--- src/rtl/ball_physics_engine.sv ---
// Pong ball engine: ball position/velocity, scores and SERVE/PLAY/OVER flow.
// Optional BALL_SPEED_RAMP_EN: each paddle hit speeds |vel_x| up to MAX_VEL.
module ball_physics_engine #(
    parameter int COORD_W     = 16,
    parameter int PADDLE_H    = 100,
    parameter int PADDLE_W    = 13,
    parameter int BALL_SIZE   = 15,
    parameter int WALL_MARGIN = 10,
    parameter int INIT_VEL    = 5,
    parameter int MAX_VEL     = 15,
    parameter int SERVE_TICKS = 60,
    parameter int SCORE_W     = 8,
    parameter int WIN_SCORE   = 11
) (
    input  logic               clk,
    input  logic               rst,
    input  logic               frame_tick,
    input  logic               restart,
    input  logic [COORD_W-1:0] dim_x,
    input  logic [COORD_W-1:0] dim_y,
    input  logic [COORD_W-1:0] lpad_x,
    input  logic [COORD_W-1:0] lpad_y,
    input  logic [COORD_W-1:0] rpad_x,
    input  logic [COORD_W-1:0] rpad_y,
    output logic [COORD_W-1:0] ball_x,
    output logic [COORD_W-1:0] ball_y,
    output logic [COORD_W-1:0] vel_x,
    output logic [COORD_W-1:0] vel_y,
    output logic [SCORE_W-1:0] score_l,
    output logic [SCORE_W-1:0] score_r,
    output logic [1:0]         score_pulse,
    output logic               serve_active,
    output logic               game_over
);
    localparam int EW    = COORD_W + 2;
    localparam int W1    = COORD_W + 1;
    localparam int CNT_W = (SERVE_TICKS < 1) ? 1 : $clog2(SERVE_TICKS + 1);

    localparam logic [CNT_W-1:0]   CNT_INIT = CNT_W'(SERVE_TICKS);
    localparam logic [COORD_W-1:0] V0       = COORD_W'(INIT_VEL);
    localparam logic [SCORE_W-1:0] SMAX     = '1;
    localparam logic [31:0]        WIN      = 32'(WIN_SCORE);
    localparam logic [W1-1:0]      BSZ      = W1'(BALL_SIZE);

    typedef enum logic [1:0] {SERVE, PLAY, OVER} state_t;

    state_t             state, state_nx;
    logic [CNT_W-1:0]   cnt, cnt_nx;
    logic [COORD_W-1:0] bx_nx, by_nx, vx_nx, vy_nx;
    logic [SCORE_W-1:0] sl_nx, sr_nx, sl_inc, sr_inc;
    logic [1:0]         pulse_nx;

    logic               vx_neg, vx_pos, vy_neg, vy_pos;
    logic               l_zone, r_zone, hit, miss, top, bot;
    logic [W1-1:0]      pad_y;
    logic [COORD_W-1:0] vx_hit, vx_new, vy_new, mid_x, mid_y, cx, cy;
    logic signed [EW-1:0] px, py, lim_x, lim_y;

    assign vx_neg = vel_x[COORD_W-1];
    assign vx_pos = !vel_x[COORD_W-1] && (vel_x != '0);
    assign vy_neg = vel_y[COORD_W-1];
    assign vy_pos = !vel_y[COORD_W-1] && (vel_y != '0);

    assign mid_x = {1'b0, dim_x[COORD_W-1:1]};
    assign mid_y = {1'b0, dim_y[COORD_W-1:1]};

    assign top = (ball_y <= COORD_W'(WALL_MARGIN)) && vy_neg;
    assign bot = ({1'b0, ball_y} + BSZ >= {1'b0, dim_y}) && vy_pos;
    assign vy_new = (top || bot) ? -vel_y : vel_y;

    // Zones are gated by direction, so at most one paddle is considered.
    assign l_zone = vx_neg &&
        ({1'b0, ball_x} < {1'b0, lpad_x} + W1'(PADDLE_W));
    assign r_zone = vx_pos && ({1'b0, ball_x} + BSZ > {1'b0, rpad_x});
    assign pad_y  = l_zone ? {1'b0, lpad_y} : {1'b0, rpad_y};
    assign hit    = ({1'b0, ball_y} + BSZ > pad_y) &&
                    ({1'b0, ball_y} < pad_y + W1'(PADDLE_H));
    assign miss   = (l_zone || r_zone) && !hit;

`ifdef BALL_SPEED_RAMP_EN
    localparam logic [COORD_W-1:0] VMAX = COORD_W'(MAX_VEL);
    logic [COORD_W-1:0] mag, mag_up;
    assign mag    = vx_neg ? -vel_x : vel_x;
    assign mag_up = (mag >= VMAX) ? VMAX : mag + COORD_W'(1);
    assign vx_hit = vx_neg ? mag_up : -mag_up;
`else
    assign vx_hit = -vel_x;
`endif

    assign vx_new = ((l_zone || r_zone) && hit) ? vx_hit : vel_x;

    // Widened signed sum so under/overflow is caught before clamping.
    assign px = $signed({2'b00, ball_x}) +
                $signed({{2{vx_new[COORD_W-1]}}, vx_new});
    assign py = $signed({2'b00, ball_y}) +
                $signed({{2{vy_new[COORD_W-1]}}, vy_new});
    assign lim_x = $signed({2'b00, dim_x} - EW'(1));
    assign lim_y = $signed({2'b00, dim_y} - EW'(1));

    assign cx = px[EW-1] ? '0 :
                (px > lim_x) ? lim_x[COORD_W-1:0] : px[COORD_W-1:0];
    assign cy = py[EW-1] ? '0 :
                (py > lim_y) ? lim_y[COORD_W-1:0] : py[COORD_W-1:0];

    assign sl_inc = (score_l == SMAX) ? score_l : score_l + SCORE_W'(1);
    assign sr_inc = (score_r == SMAX) ? score_r : score_r + SCORE_W'(1);

    always_comb begin
        state_nx = state;
        cnt_nx   = cnt;
        bx_nx    = ball_x;
        by_nx    = ball_y;
        vx_nx    = vel_x;
        vy_nx    = vel_y;
        sl_nx    = score_l;
        sr_nx    = score_r;
        pulse_nx = 2'b00;
        case (state)
            SERVE: if (frame_tick) begin
                if (cnt != '0) cnt_nx = cnt - CNT_W'(1);
                if (cnt <= CNT_W'(1)) state_nx = PLAY;
            end
            PLAY: if (frame_tick) begin
                unique case (1'b1)
                    miss && r_zone: begin
                        sl_nx    = sl_inc;
                        pulse_nx = 2'b01;
                        vx_nx    = V0;
                        state_nx = (32'(sl_inc) >= WIN) ? OVER : SERVE;
                    end
                    miss && l_zone: begin
                        sr_nx    = sr_inc;
                        pulse_nx = 2'b10;
                        vx_nx    = -V0;
                        state_nx = (32'(sr_inc) >= WIN) ? OVER : SERVE;
                    end
                    default: begin
                        bx_nx = cx;
                        by_nx = cy;
                        vx_nx = vx_new;
                        vy_nx = vy_new;
                    end
                endcase
                if (miss) begin
                    bx_nx  = mid_x;
                    by_nx  = mid_y;
                    vy_nx  = V0;
                    cnt_nx = CNT_INIT;
                end
            end
            OVER: if (restart) begin
                state_nx = SERVE;
                cnt_nx   = CNT_INIT;
                bx_nx    = mid_x;
                by_nx    = mid_y;
                vx_nx    = V0;
                vy_nx    = V0;
                sl_nx    = '0;
                sr_nx    = '0;
            end
            default: state_nx = SERVE;
        endcase
    end

    always_ff @(posedge clk) begin
        if (!rst) begin
            state       <= SERVE;
            cnt         <= CNT_INIT;
            ball_x      <= mid_x;
            ball_y      <= mid_y;
            vel_x       <= V0;
            vel_y       <= V0;
            score_l     <= '0;
            score_r     <= '0;
            score_pulse <= 2'b00;
        end else begin
            state       <= state_nx;
            cnt         <= cnt_nx;
            ball_x      <= bx_nx;
            ball_y      <= by_nx;
            vel_x       <= vx_nx;
            vel_y       <= vy_nx;
            score_l     <= sl_nx;
            score_r     <= sr_nx;
            score_pulse <= pulse_nx;
        end
    end

    assign serve_active = (state == SERVE);
    assign game_over    = (state == OVER);
endmodule

--- config.mk ---
export PLATFORM = sky130hd
export DESIGN_NAME = ball_physics_engine
export DESIGN_NICKNAME = d
export VERILOG_FILES = /design/src/rtl/ball_physics_engine.sv
export SDC_FILE = /design/constraint.sdc
export NUM_CORES = 1
export LEC_CHECK = 0
export BUFFER_PORTS_ARGS = -buffer_cell sky130_fd_sc_hd__buf_4
export CORE_MARGIN = 4
export CORE_UTILIZATION = 45
export CTS_CLUSTER_DIAMETER = 120
export CTS_CLUSTER_SIZE = 40
export DETAILED_ROUTE_END_ITERATION = 10
export HOLD_SLACK_MARGIN = 0.03
export PLACE_DENSITY = 0.68
export SLEW_MARGIN = 30
export SYNTH_ARGS = -nofsm -noshare
export SYNTH_HDL_FRONTEND = slang
export SYNTH_SLANG_ARGS = --single-unit
export TNS_END_PERCENT = 1
--- constraint.sdc ---
create_clock -name clk -period 21.9 [get_ports clk]
set_input_delay 1.095 -clock clk [delete_from_list [all_inputs] [get_ports clk]]
set_output_delay 1.095 -clock clk [all_outputs]
set_load 0.02 [all_outputs]
# Word level (Yosys, flattened, before mapping)
# Index checks and enable logic that the tools add are counted.
[totals]
register_bits = 90
elab_cells = 135
[op_classes]
add_sub_neg = 13
order_cmp = 11
n_eq_ne = 18
muxes = 51
n_reduce_logical = 31
[ops]
columns = ["op", "count"]
rows = [
  ["2-to-1 mux 16 bit", 20],
  ["case mux 16 bit (2 select lines)", 5],
  ["2-to-1 mux 8 bit", 7],
  ["adder 16 x 4 -> 17 bit, second input constant", 3],
  ["adder 17 x 16 -> 18 bit", 2],
  ["> comparator 18 x 17 -> 1 bit", 2],
  ["> comparator 17 x 16 -> 1 bit", 2],
  ["< comparator 16 x 17 -> 1 bit", 2],
  ["subtractor 16 x 1 -> 17 bit, second input constant", 2],
  ["negation 16 bit", 2],
  ["case mux 8 bit (2 select lines)", 2],
  ["nonzero test 16 bit", 2],
  ["2-to-1 mux 15 bit", 2],
  ["2-to-1 mux 6 bit", 5],
  ["case mux 6 bit (3 select lines)", 1],
  ["adder 16 x 7 -> 17 bit, second input constant", 1],
  [">= comparator 17 x 16 -> 1 bit", 1],
  ["adder 8 x 1 -> 8 bit, second input constant", 2],
  ["equality test 8 bit, second input constant", 2],
  [">= comparator 8 x 4 -> 1 bit, second input constant", 2],
  ["<= comparator 16 x 4 -> 1 bit, second input constant", 1],
  ["AND reduction 4 bit", 4],
  ["2-to-1 mux 2 bit", 6],
  ["!= test 2 bit, second input constant", 6],
  ["other kinds (21)", 40],
]

# Logic depth before layout (Yosys ltp)
[logic_depth]
word_depth = 18
mapped_depth = 50
mapped_depth_nobuf = 47

# Least setup slack after synthesis
# No wires, ideal clock.
[synth_timing]
path_type = "in2reg"
startpoint = "in lpad_x[0]"
endpoint = "reg ball_x[10], data pin"
setup_time_ps = 264
t_arrival_ps = 9593
required_time_ps = 21636
slack_ps = 12043
stages = 43
path_cell_list = "ha_1 -> nor3_4 -> nor4_1 -> xnor2_1 -> ha_1 -> a21o_1 -> a211o_1 -> a211o_1 -> o21a_1 -> buf_6 -> mux2i_1 -> inv_1 -> ha_1 -> a211o_1 -> a31o_2 -> xor2_1 -> ha_1 -> a21oi_1 -> (+7 left out) -> xnor2_1 -> ha_1 -> o21ai_0 -> o21a_1 -> o31ai_1 -> nor2_1 -> o31ai_1 -> a21oi_1 -> xnor2_1 -> ha_1 -> nand4_1 -> nor2_1 -> a2111oi_0 -> o2111ai_1 -> o21ai_1 -> buf_2 -> mux2i_1 -> o31ai_2"
[synth_via]
elab_chain_len = 18
word_cells_on_any_way = 22
classes_between = "add/sub (3); order compare (4); mux (9); reduce/logical (6)"
[synth_rtl]
columns = ["item", "line", "rtl"]
rows = [
  ["from (decl)", "21", "input logic [COORD_W-1:0] lpad_x,"],
  ["adder 16 x 4 -> 17 bit (*)", "73", "({1'b0, ball_x} < {1'b0, lpad_x} + W1'(PADDLE_W));"],
  ["< comparator 16 x 17 -> 1 bit (*)", "73", ""],
  ["logical AND 1 bit (*)", "72", "assign l_zone = vx_neg &&"],
  ["2-to-1 mux 16 bit", "75", "assign pad_y = l_zone ? {1'b0, lpad_y} : {1'b0, rpad_y};"],
  ["adder 16 x 7 -> 17 bit", "77", "({1'b0, ball_y} < pad_y + W1'(PADDLE_H));"],
  ["< comparator 16 x 17 -> 1 bit", "77", ""],
  ["logical AND 1 bit", "76", "assign hit = ({1'b0, ball_y} + BSZ > pad_y) &&"],
  ["logical AND 1 bit", "90", "assign vx_new = ((l_zone || r_zone) && hit) ? vx_hit : vel_x;"],
  ["(+2 left out)", "-", ""],
  ["> comparator 18 x 17 -> 1 bit", "101", "(px > lim_x) ? lim_x[COORD_W-1:0] : px[COORD_W-1:0];"],
  ["2-to-1 mux 16 bit", "101", ""],
  ["2-to-1 mux 16 bit", "100", "assign cx = px[EW-1] ? '0 :"],
  ["2-to-1 mux 16 bit", "124", "unique case (1'b1)"],
  ["2-to-1 mux 16 bit (*)", "144", "if (miss) begin"],
  ["2-to-1 mux 16 bit (*)", "123", "PLAY: if (frame_tick) begin"],
  ["case mux 16 bit (2 select lines) (*)", "118", "case (state)"],
  ["2-to-1 mux 15 bit (*)", "166", "if (!rst) begin"],
  ["to (signal assigned)", "169", "ball_x <= mid_x;"],
  ["to (signal assigned)", "179", "ball_x <= bx_nx;"],
  ["to (decl)", "25", "output logic [COORD_W-1:0] ball_x,"],
]
# Every way passes the cells marked *; elsewhere a longest branch is shown, timed or not. The select of a mux whose other input is x is not followed.
# A chain may end at the register's enable or synchronous reset.

# Worst setup path in the final report
[layout_timing]
startpoint = "in lpad_x[0]"
endpoint = "reg ball_x[9], data pin"
# The elaborated chain is that of the path after synthesis.

==> metrics <==
Starting Density between 40% and 50%; Detailed Route Iter0 Violations approximately 750; final worst-path cycle share about half; Worst Hold Class reg2reg; Residual DRC 0; RePlAce Congestion ~0.92; Fmax 89.79 MHz; first-pass GRT wire length between 50 and 60 mm; Overall Global Routing Usage 23.68%; outcome complete, no violations; vias in the first global route around 11000; Worst-Skew Late Latency 0.36 ns; mapped cell area 11500 sq um; Max Cap Viol 0; Resized cells post-CTS 0; Die Ht 167.8 um; clock slew at reported path FFs roughly 0.080 ns; Slew headroom slightly below 40%; kind of critical path in2reg; GRT busiest layer met2; YS warnings 0; Post-Syn Instances roughly 1400; maximum fanout along the worst path 29; Top FF cell, synth dfxtp_1; largest net degree at the start of global routing 62; total grt overflow 0; biggest area consumer among synthesized cells ha_1; post-synthesis sequential area ratio 18.28%; I/O pins 184; Setup TNS Final 0 ns; Min Clock Period, post-route 11.14 ns; Synth cell types 89; DR vias/cell ~5.8; # nets final between 1500 and 2000; DRT Pass-1 Iters 5; remaining antenna violation count after routing 0; Post-synth top cells ha_1 (166), nor2_1 (124), inv_1 (111); clk buf depth 2; hold buffers post-CTS 0; Setup violations, final 0; Setup crit start kind primary input; met2 Track Usage GR between 40% and 50%; Port Buffers approximately 180; Post-synth ARST share 0%; Max Transition Viols Final 0; chip width 167.8 um; total power per unit cell area 69.82 nW/um^2; Root Driver clkbuf_16; top cell type's share of synthesized area between 10% and 20%; Via Count 11125; CP endpoint kind flop; count leader, synth ha_1; Slowest-stage cell, CP o21ai_1; CTS tree yes; #FFs+latches synth 90; Post-DP HPWL 27.53 mm; CP required between 20 and 25 ns; Peak VDD IR 0.00005417 V; Area contributors post-synth ha_1 (18%), dfxtp_1 (10%), edfxtp_1 (7.8%), xnor2_1 (6.6%), nor2_1 (4.0%); Wirelength per Cell 17.86 um; Final Util between 50% and 60%; Fill cells 2391; # clock sinks 90; post-route setup slack 10.76 ns; Worst Clk Skew 0.01130 ns; met1 usage a little under a third; number of synthesized flops with an enable pin 30; Syn Area/Cell 8.119 sq um; Layout area overhead 17.21%; core box area 25180 sq um; H-tree depth 3; diode count 0; Worst EP arrival 11.22 ns; most frequent CP cell ha_1; Die ar. roughly 28000 sq um; actual slew at the worst max-slew pin 0.8997 ns; CTS buffer count 9; LEAKAGE 6.368 nW; Syn Nets 1684; FP Rows between 50 and 60; setup bufs post-CTS 0; GR Layer Usage met3 3.639%; RSZ-0062 raised after global routing false; layout cell share with drive strength beyond 1 between 10% and 20%; Worst path max stage delay 0.69 ns; initial antenna violation count 0; pre-CTS setup slack 10.32 ns; final wirelength 34.19 mm; final hold violation count 0
==> per-stage QoR <==
step	hold WS (ns)	instance area, sq um	power, mW	instances
finish	0.4811	13470	0.9407	1914
global route	0.5097	13470	1.025	1914
CTS	0.4852	13450	0.9419	1914
detailed placement	0.4753	13150	0.7776	1898
global placement	0.4693	13150	0.7674	1898
floorplan	0.4542	11500	0.6217	1416
==> final timing paths <==
check             startpoint        end  slack (ns)  cells past startpoint
setup / recovery   lpad_x[0]  ball_x[9]       10.76                     45
hold / removal        cnt[1]     cnt[1]        0.48                      2
setup reg to reg  ball_x[14]  ball_x[9]       11.82                     39
hold reg to reg       cnt[1]     cnt[1]        0.48                      2
==> flip-flops by register name, indices dropped and copies added (netlist names) <==
| name | cells |
|---|---|
| vel_y | 16 |
| score_l | 8 |
| vel_x | 16 |
| ball_x | 16 |
| state | 2 |
| score_r | 8 |
| ball_y | 16 |
| score_pulse | 2 |
| cnt | 6 |
==> metal layers <==
metal	up-vias	wire length (um)
li1	5549	-
met1	5240	14930
met5	-	0
met2	281	16710
met4	0	839
met3	55	1713
==> cell families (layout without fill, tap and decap cells) <==
family                   Yosys count  in the layout  synth area share, %
AO/OA/AOI/OAI                    369            369                23.42
XOR/XNOR                         137            137                10.63
adder cells (fa/ha/maj)          169            169                18.50
buffers and inverters            148            316                5.192
flip-flops                        90             90                18.28
multiplexers                      41             41                3.635
AND/OR/NAND/NOR                  462            462                20.33
==> critical path, delay by kind of cell <==
kind | cells | cell delay [ns]
buffers and inverters | 4 | 0.92
AO/OA/AOI/OAI | 18 | 4.51
AND/OR/NAND/NOR | 11 | 1.69
multiplexers | 2 | 0.68
XOR/XNOR | 4 | 0.61
adder cells (fa/ha/maj) | 6 | 1.70
==> power by group <==
| group | internal [mW] | switching (mW) | total (mW) |
|---|---|---|---|
| Combinational | 0.239 | 0.307 | 0.547 |
| Sequential | 0.193 | 0.0402 | 0.233 |
| Clock | 0.0808 | 0.0798 | 0.161 |
| Total | 0.513 | 0.428 | 0.941 |
==> cell type report <==
type / count / area, sq um / share of cell area (%)
clock buffers: 9 / 225.2 / 1.671
clock inverters: 7 / 72.57 / 0.5386
inverters: 111 / 416.7 / 3.092
multi-input cells: 1178 / 8826 / 65.50
flip-flops and latches: 90 / 2102 / 15.60
well taps: 330 / 412.9 / 3.064
repair buffers: 189 / 1419 / 10.53
==> layout by cell type (no fill, tap or decap), types with 9 or more instances in the layout <==
| cell | n |
|---|---|
| dfxtp_1 | 60 |
| or3_1 | 9 |
| xor2_1 | 48 |
| a21o_1 | 30 |
| ha_1 | 166 |
| o21a_1 | 22 |
| inv_1 | 111 |
| a21oi_1 | 58 |
| nor3_1 | 39 |
| o31ai_1 | 22 |
| nor2b_1 | 15 |
| xnor2_1 | 86 |
| nor4_1 | 12 |
| a31oi_1 | 16 |
| nand3_1 | 33 |
| nand2_1 | 110 |
| clkbuf_16 | 9 |
| o31ai_2 | 10 |
| and2_1 | 20 |
| nand4_1 | 38 |
| nor2_1 | 124 |
| and3_1 | 20 |
| buf_4 | 189 |
| a22o_1 | 27 |
| o211ai_1 | 9 |
| a211oi_1 | 15 |
| o21ai_0 | 68 |
| edfxtp_1 | 30 |
| mux2i_1 | 35 |
Power figures use the tool's default switching activity.
